File: src/rtl/mem_arbiter.sv
// Round-robin arbiter sharing one 32-bit memory port between instruction
// fetch (IF) and load/store (DATA), one transaction outstanding, with a
// watchdog that converts hung accesses into error responses.
module mem_arbiter #(
  parameter int unsigned TIMEOUT = 64,
  parameter int unsigned CNT_W   = 8
) (
  input  logic        clk,
  input  logic        reset_n,
  input  logic        if_valid,
  input  logic [31:0] if_addr,
  output logic        if_ready,
  output logic        if_rsp_valid,
  output logic        if_rsp_err,
  input  logic        d_valid,
  input  logic [31:0] d_addr,
  input  logic        d_we,
  input  logic [31:0] d_wdata,
  input  logic [3:0]  d_wstrb,
  output logic        d_ready,
  output logic        d_rsp_valid,
  output logic        d_rsp_err,
  output logic [31:0] rsp_rdata,
  output logic        mem_valid,
  input  logic        mem_ready,
  output logic [31:0] mem_addr,
  output logic        mem_we,
  output logic [31:0] mem_wdata,
  output logic [3:0]  mem_wstrb,
  input  logic        mem_rvalid,
  input  logic [31:0] mem_rdata
);

  localparam int unsigned DATA_W = 32;
  localparam int unsigned STRB_W = 4;

  typedef enum logic [1:0] {
    IDLE  = 2'd0,
    ISSUE = 2'd1,
    WAIT  = 2'd2
  } state_t;

  state_t              state, state_n;
  logic                last_d;      // 1 when DATA held the most recent grant
  logic                owner_d;     // owner of the transaction in flight
  logic [CNT_W-1:0]    wd, wd_n;
  logic                grant_if, grant_d;
  logic                mem_valid_n;
  logic                rsp_fire, rsp_err_n;
  logic [DATA_W-1:0]   rsp_data_n;

  // Grants are visible to the requesters in the same IDLE cycle.
  assign if_ready = grant_if;
  assign d_ready  = grant_d;

  // State register.
  always_ff @(posedge clk or negedge reset_n) begin
    if (!reset_n) state <= IDLE;
    else          state <= state_n;
  end

  // Next-state, arbitration, watchdog and response decode.
  always_comb begin
    state_n     = state;
    grant_if    = 1'b0;
    grant_d     = 1'b0;
    wd_n        = wd;
    mem_valid_n = 1'b0;
    rsp_fire    = 1'b0;
    rsp_err_n   = 1'b0;
    rsp_data_n  = '0;
    case (state)
      IDLE: begin
        // On a tie, the requester that did not win last time goes first.
        if (if_valid && (!d_valid || last_d)) grant_if = 1'b1;
        else if (d_valid)                     grant_d  = 1'b1;
        if (grant_if || grant_d) begin
          state_n     = ISSUE;
          mem_valid_n = 1'b1;
        end
      end
      ISSUE: begin
        mem_valid_n = 1'b1;
        if (mem_ready) begin
          state_n     = WAIT;
          mem_valid_n = 1'b0;
          wd_n        = '0;
        end
      end
      WAIT: begin
        if (mem_rvalid) begin
          rsp_fire   = 1'b1;
          rsp_data_n = mem_we ? '0 : mem_rdata;
          state_n    = IDLE;
        end else if ((TIMEOUT != 0) && (wd == CNT_W'(TIMEOUT - 1))) begin
          rsp_fire  = 1'b1;
          rsp_err_n = 1'b1;
          state_n   = IDLE;
        end else begin
          wd_n = wd + CNT_W'(1);
        end
      end
      default: state_n = IDLE;
    endcase
  end

  // Request latch, round-robin history and memory-side request valid.
  always_ff @(posedge clk or negedge reset_n) begin
    if (!reset_n) begin
      last_d    <= 1'b1;
      owner_d   <= 1'b0;
      mem_valid <= 1'b0;
      mem_addr  <= '0;
      mem_we    <= 1'b0;
      mem_wdata <= '0;
      mem_wstrb <= '0;
      wd        <= '0;
    end else begin
      mem_valid <= mem_valid_n;
      wd        <= wd_n;
      if (grant_if || grant_d) begin
        last_d    <= grant_d;
        owner_d   <= grant_d;
        mem_addr  <= grant_d ? d_addr : if_addr;
        mem_we    <= grant_d & d_we;
        mem_wdata <= grant_d ? d_wdata : DATA_W'(0);
        mem_wstrb <= (grant_d && d_we) ? d_wstrb : STRB_W'(0);
      end
    end
  end

  // Registered one-cycle response pulse routed to the transaction owner.
  always_ff @(posedge clk or negedge reset_n) begin
    if (!reset_n) begin
      if_rsp_valid <= 1'b0;
      if_rsp_err   <= 1'b0;
      d_rsp_valid  <= 1'b0;
      d_rsp_err    <= 1'b0;
      rsp_rdata    <= '0;
    end else begin
      if_rsp_valid <= rsp_fire & ~owner_d;
      if_rsp_err   <= rsp_fire & rsp_err_n & ~owner_d;
      d_rsp_valid  <= rsp_fire & owner_d;
      d_rsp_err    <= rsp_fire & rsp_err_n & owner_d;
      rsp_rdata    <= rsp_data_n;
    end
  end

endmodule
File: config.mk
export PLATFORM = sky130hd
export DESIGN_NAME = mem_arbiter
export DESIGN_NICKNAME = d
export VERILOG_FILES = /design/src/rtl/mem_arbiter.sv
export SDC_FILE = /design/constraint.sdc
export NUM_CORES = 1
export LEC_CHECK = 0
export CAP_MARGIN = 30
export CORE_ASPECT_RATIO = 0.9
export CORE_MARGIN = 5
export CORE_UTILIZATION = 43
export CTS_BUF_LIST = sky130_fd_sc_hd__clkbuf_4 sky130_fd_sc_hd__clkbuf_8
export CTS_CLUSTER_SIZE = 16
export DETAILED_ROUTE_END_ITERATION = 12
export MAX_ROUTING_LAYER = met4
export PLACE_DENSITY = 0.84
export RECOVER_POWER = 100
export SLEW_MARGIN = 20
export SYNTH_ARGS = -nofsm -noshare
export SYNTH_HDL_FRONTEND = slang
export SYNTH_SLANG_ARGS = --single-unit
File: constraint.sdc
create_clock -name clk -period 2.6 [get_ports clk]
set_input_delay 0.52 -clock clk [delete_from_list [all_inputs] [get_ports clk]]
set_output_delay 0.52 -clock clk [all_outputs]
set_load 0.01 [all_outputs]
# ---- Word-level counts from Yosys, hierarchy flattened
# Cells that the tools add are included.
dict set report word_totals {
  register_bits 118
  wordCells 70
}
dict set report op_classes {
  eq_ne 8
  n_reduce_logical 10
  muxes 30
  bitwise 7
  add_sub_neg 1
}
# cell count
set op_table {}
lappend op_table {{$mux 32} 5}
lappend op_table {{$mux 8} 3}
lappend op_table {{$pmux 8 s2} 1}
lappend op_table {{$mux 1} 14}
lappend op_table {{$add 8x1->8 const B} 1}
lappend op_table {{$eq 8x6->1 const B} 1}
lappend op_table {{$mux 2} 4}
lappend op_table {{$ne 2x2->1 const B} 4}
lappend op_table {{$and 1x1->1} 6}
lappend op_table {{$pmux 2 s3} 1}
lappend op_table {{$mux 4} 1}
lappend op_table {{$reduce_and 4->1} 1}
lappend op_table {{$logic_or 1x1->1} 3}
lappend op_table {{$ne 3x3->1 const B} 1}
lappend op_table {{$reduce_and 3->1} 1}
lappend op_table {{$eq 2x1->1 const B} 1}
lappend op_table {{$eq 2x2->1 const B} 1}
lappend op_table {{$logic_and 1x1->1} 2}
lappend op_table {{$logic_not 2->1} 1}
lappend op_table {{$pmux 1 s2} 1}
lappend op_table {{$reduce_bool 2->1} 1}
lappend op_table {{$logic_not 1->1} 1}
lappend op_table {{$not 1->1} 1}

# ---- Depth between registers and ports, before layout
dict set report logic_depth {
  depth_word 8
  mapped_depth 6
  mapped_depth_nobuf 5
}

# ---- Least setup slack after synthesis
# No wires, ideal clock.
dict set report synth_timing {
  path_kind {reg2out}
  start {register state[1]}
  end {output d_ready}
  arrival_time_ns 1.197
  path_slack_ns 0.883
  n_path_buf 2
  stages_incl_launch_ff 5
  path_cell_list {dfrtp_1 > nor2_2 > and3_1 > buf_2 > clkbuf_1}
}
dict set report synth_between {
  elab_chain_len 2
}
# item line
set synth_lines {}
lappend synth_lines {{from (decl)} 43} ;# state_t state, state_n;
lappend synth_lines {{from (signal assigned)} 59} ;# else state <= state_n;
lappend synth_lines {{$logic_not 2->1} 72} ;# case (state)
lappend synth_lines {{$mux 1} 72}
lappend synth_lines {{to (decl)} 20} ;# output logic d_ready,
# No other way between the ends.

# ---- Worst setup path after layout
dict set report layout_timing {
  start {input if_valid}
  end {register mem_addr[25]}
}
dict set report layout_between {
  elab_chain_len 5
}
# item line
set layout_lines {}
lappend layout_lines {{from (decl)} 10} ;# input logic if_valid,
lappend layout_lines {{$logic_and 1x1->1 *} 75} ;# if (if_valid && (!d_valid || last_d)) grant_if = 1'b1;
lappend layout_lines {{$mux 1} 75}
lappend layout_lines {{$mux 1 (2 in series)} 72}
lappend layout_lines {{$mux 32 / $logic_or 1x1->1 (equally long branches)} {124, 121}}
lappend layout_lines {{to (signal assigned)} 124} ;# mem_addr <= grant_d ? d_addr : if_addr;
lappend layout_lines {{to (decl)} 26} ;# output logic [31:0] mem_addr,
# Every way passes the cells marked *; elsewhere a longest branch is shown, timed or not. The select of a mux whose other input is x is not followed.
# A chain may end at the register's enable or synchronous reset.

==> flow_metrics.env <==
export IMPL_status="finished clean"
export IMPL_ant_nets=0
export IMPL_synth_area_mm2=0.00454
export IMPL_power_density_mw_per_mm2=971
export IMPL_antenna_found_initial=0
export IMPL_synthDistinctLibCells=35
export IMPL_fp_row_count=35
export IMPL_grt_ovfl_total=0
export IMPL_hold_slack_ns=0.473
export IMPL_grt_usage=0.234
export IMPL_fin_crit_sh=0.947
export IMPL_io_buffers=246
export IMPL_cts_inserted_buffers=17
export IMPL_drive_above_1_share=0.0695
export IMPL_hold_violations=0
export IMPL_fin_ws_ns=0.139
export IMPL_peakVddDrop_v=0.000524
export IMPL_clock_path_buffers=2
export IMPL_cts_sinks=118
export IMPL_worst_setup_path_start_kind="input port"
export IMPL_skew_ns=0.0100
export IMPL_power_mw=7.31
export IMPL_nets=760
export IMPL_drc_errors=0
export IMPL_wire_per_inst_um=18.6
export IMPL_setup_viol=0
export IMPL_viasPerCell=5.05
export IMPL_final_common_cell="clkdlybuf4s50_1"
export IMPL_crit_arrival_ns=2.74
export IMPL_grt_max_degree=70
export IMPL_clkLatencyLatePin_ns=0.42
export IMPL_clk_pin_slew_ns=0.06
export IMPL_cp_end_kind="flip-flop"
export IMPL_rrSetupSlack_ns=0.54
export IMPL_cp_required_ns=2.88
export IMPL_max_slew_margin=0.0345
export IMPL_criticalPathCategory="input port to flip-flop"
export IMPL_syn_to_final_growth_pct=65.6
export IMPL_h_tree_depth=4
export IMPL_r2r_end="wd[1]"
export IMPL_critPathMaxFanout=67
export IMPL_die_w_um=118
export IMPL_p_leak_nw=3.50
export IMPL_die_h_um=108
export IMPL_max_cap_viol_count=0
export IMPL_min_to="mem_addr[28]"
export IMPL_coreArea_mm2=0.0103
export IMPL_dp_hpwl_um=10800
export IMPL_hp_start="mem_addr[28]"
export IMPL_fillers=691
export IMPL_cts_tree="yes"
export IMPL_first_global_vias=4155
export IMPL_route_vias_total=3849
export IMPL_synth_edf_count=0
export IMPL_period_needed_ns=2.46
export IMPL_dp_cells=729
export IMPL_rsz0062_at_grt="no"
export IMPL_dr_pass1_iters=4
export IMPL_start_util=0.441
export IMPL_yosysWarnings=0
export IMPL_timing_rr_start="wd[0]"
export IMPL_synth_nets=507
export IMPL_synth_async_reset_ratio=1.00
export IMPL_fmax_mhz=406
export IMPL_max_slew_worst_pin_slew_ns=1.43
export IMPL_totalWireLength_um=14200
export IMPL_synth_area_per_cell_um2=12.4
export IMPL_ys_flop_type="dfrtp_1"
export IMPL_timing_max_transition_violations_final=0
export IMPL_preCtsSetupSlack_ns=0.165
export IMPL_root_buffer="clkbuf_8"
export IMPL_min_path_cells=2
export IMPL_grt_first_pass_wirelength_um=22400
export IMPL_mostFrequentLayoutCells="clkdlybuf4s50_1, dfrtp_1, dlygate4sd3_1"
export IMPL_finalSetupTns_ns=0
export IMPL_io_pins=247
export IMPL_rr_worst_depth=5
export IMPL_fin_cells=762
export IMPL_synth_seq_cells=118
export IMPL_drtIter0Drc=196
export IMPL_yosysSeqAreaShare=0.650
export IMPL_diodes=0
export IMPL_min_path_type="flip-flop to flip-flop"
export IMPL_gp_routability_congestion=0.776
export IMPL_syn_inst=367
export IMPL_die_area_mm2=0.0127
worst max path at each step:
stage              from            to  slack (ns)  depth (start not counted)
2_1_floorplan  state[1]       d_ready        0.88                          4
3_3_place_gp   if_valid       d_ready        0.17                          4
3_5_place_dp   if_valid   mem_addr[7]        0.17                          6
4_1_cts        state[1]       d_ready       0.009                          3
5_1_grt        state[1]       d_ready        0.06                          3
6_report       if_valid  mem_addr[25]        0.14                          5
worst max-delay path, cell delays in order:
cell	delay, ns
clkdlybuf4s50_1	0.44
clkbuf_4	0.16
o21ai_0	1.10
buf_12	0.34
o21ai_0	0.15
where the power goes:
| group | leakage, nW | switching (mW) | internal, mW | total [mW] |
|---|---|---|---|---|
| Sequential | 1.55 | 0.353 | 2.48 | 2.83 |
| Combinational | 1.77 | 1.43 | 1.53 | 2.96 |
| Clock | 0.182 | 0.745 | 0.769 | 1.51 |
cell families (layout without fill, tap and decap cells):
kind of cell | Yosys count | count (layout) | share of synthesized area
flops | 118 | 118 | 0.650
mux | 33 | 33 | 0.0733
buf+inv | 28 | 294 | 0.0273
simple gates | 92 | 92 | 0.103
fa+ha+maj | 1 | 1 | 0.00275
compound gates | 95 | 95 | 0.144
state kept, by name (all words and copies together), names as in the netlist:
name and count:
wd 8, d_rsp_err 1, mem_addr 32, rsp_rdata 32, if_rsp_err 1, last_d 1
mem_valid 1, d_rsp_valid 1, owner_d 1, if_rsp_valid 1, state 2, mem_wdata 32
mem_wstrb 4, mem_we 1
cell usage after synthesis (3+ instances only):
cell | n | share of area
inv_1 | 6 | 0.0050
a31oi_1 | 7 | 0.0096
nor2_1 | 7 | 0.0058
buf_2 | 3 | 0.0033
and2_1 | 32 | 0.044
nand2_1 | 37 | 0.031
buf_4 | 4 | 0.0066
clkbuf_1 | 11 | 0.0091
a21oi_1 | 6 | 0.0066
a32o_1 | 4 | 0.0088
o21ai_1 | 14 | 0.015
a22o_1 | 33 | 0.064
dfrtp_1 | 117 | 0.64
o21ai_0 | 26 | 0.029
and3_1 | 4 | 0.0055
buf_1 | 4 | 0.0033
mux2i_1 | 31 | 0.068
cell type report:
cell class,instances,area [µm²],share of cell area
Tap cell,129,161,0.0215
Clock inverter,13,109,0.0145
Inverter,6,22.5,0.00299
Sequential cell,118,2950,0.393
Timing Repair Buffer,256,2560,0.341
Multi-Input combinational cell,221,1460,0.195
Clock buffer,19,249,0.0331
metal layers:
layer,up-vias,share of wire,track usage
met5,-,0,-
met4,0,0.026,0.0794
met3,27,0.097,0.0899
met2,198,0.51,0.393
met1,1819,0.36,0.256
li1,1805,-,-
per-stage QoR:
step                utilization  instance area (µm²)
detailed placement        0.699                 7200
global placement          0.699                 7200
global route              0.731                 7520
finish                    0.731                 7520
CTS                       0.735                 7560
floorplan                     -                 4540
repair_timing:
item	in CTS	in global routing
hold buffers	1	0
endpoints found under the setup margin	0	2
endpoints found under the hold margin	11	0
buffers inserted	0	0
resized for setup	0	1
Note: power is estimated with default switching activity, not from simulation.
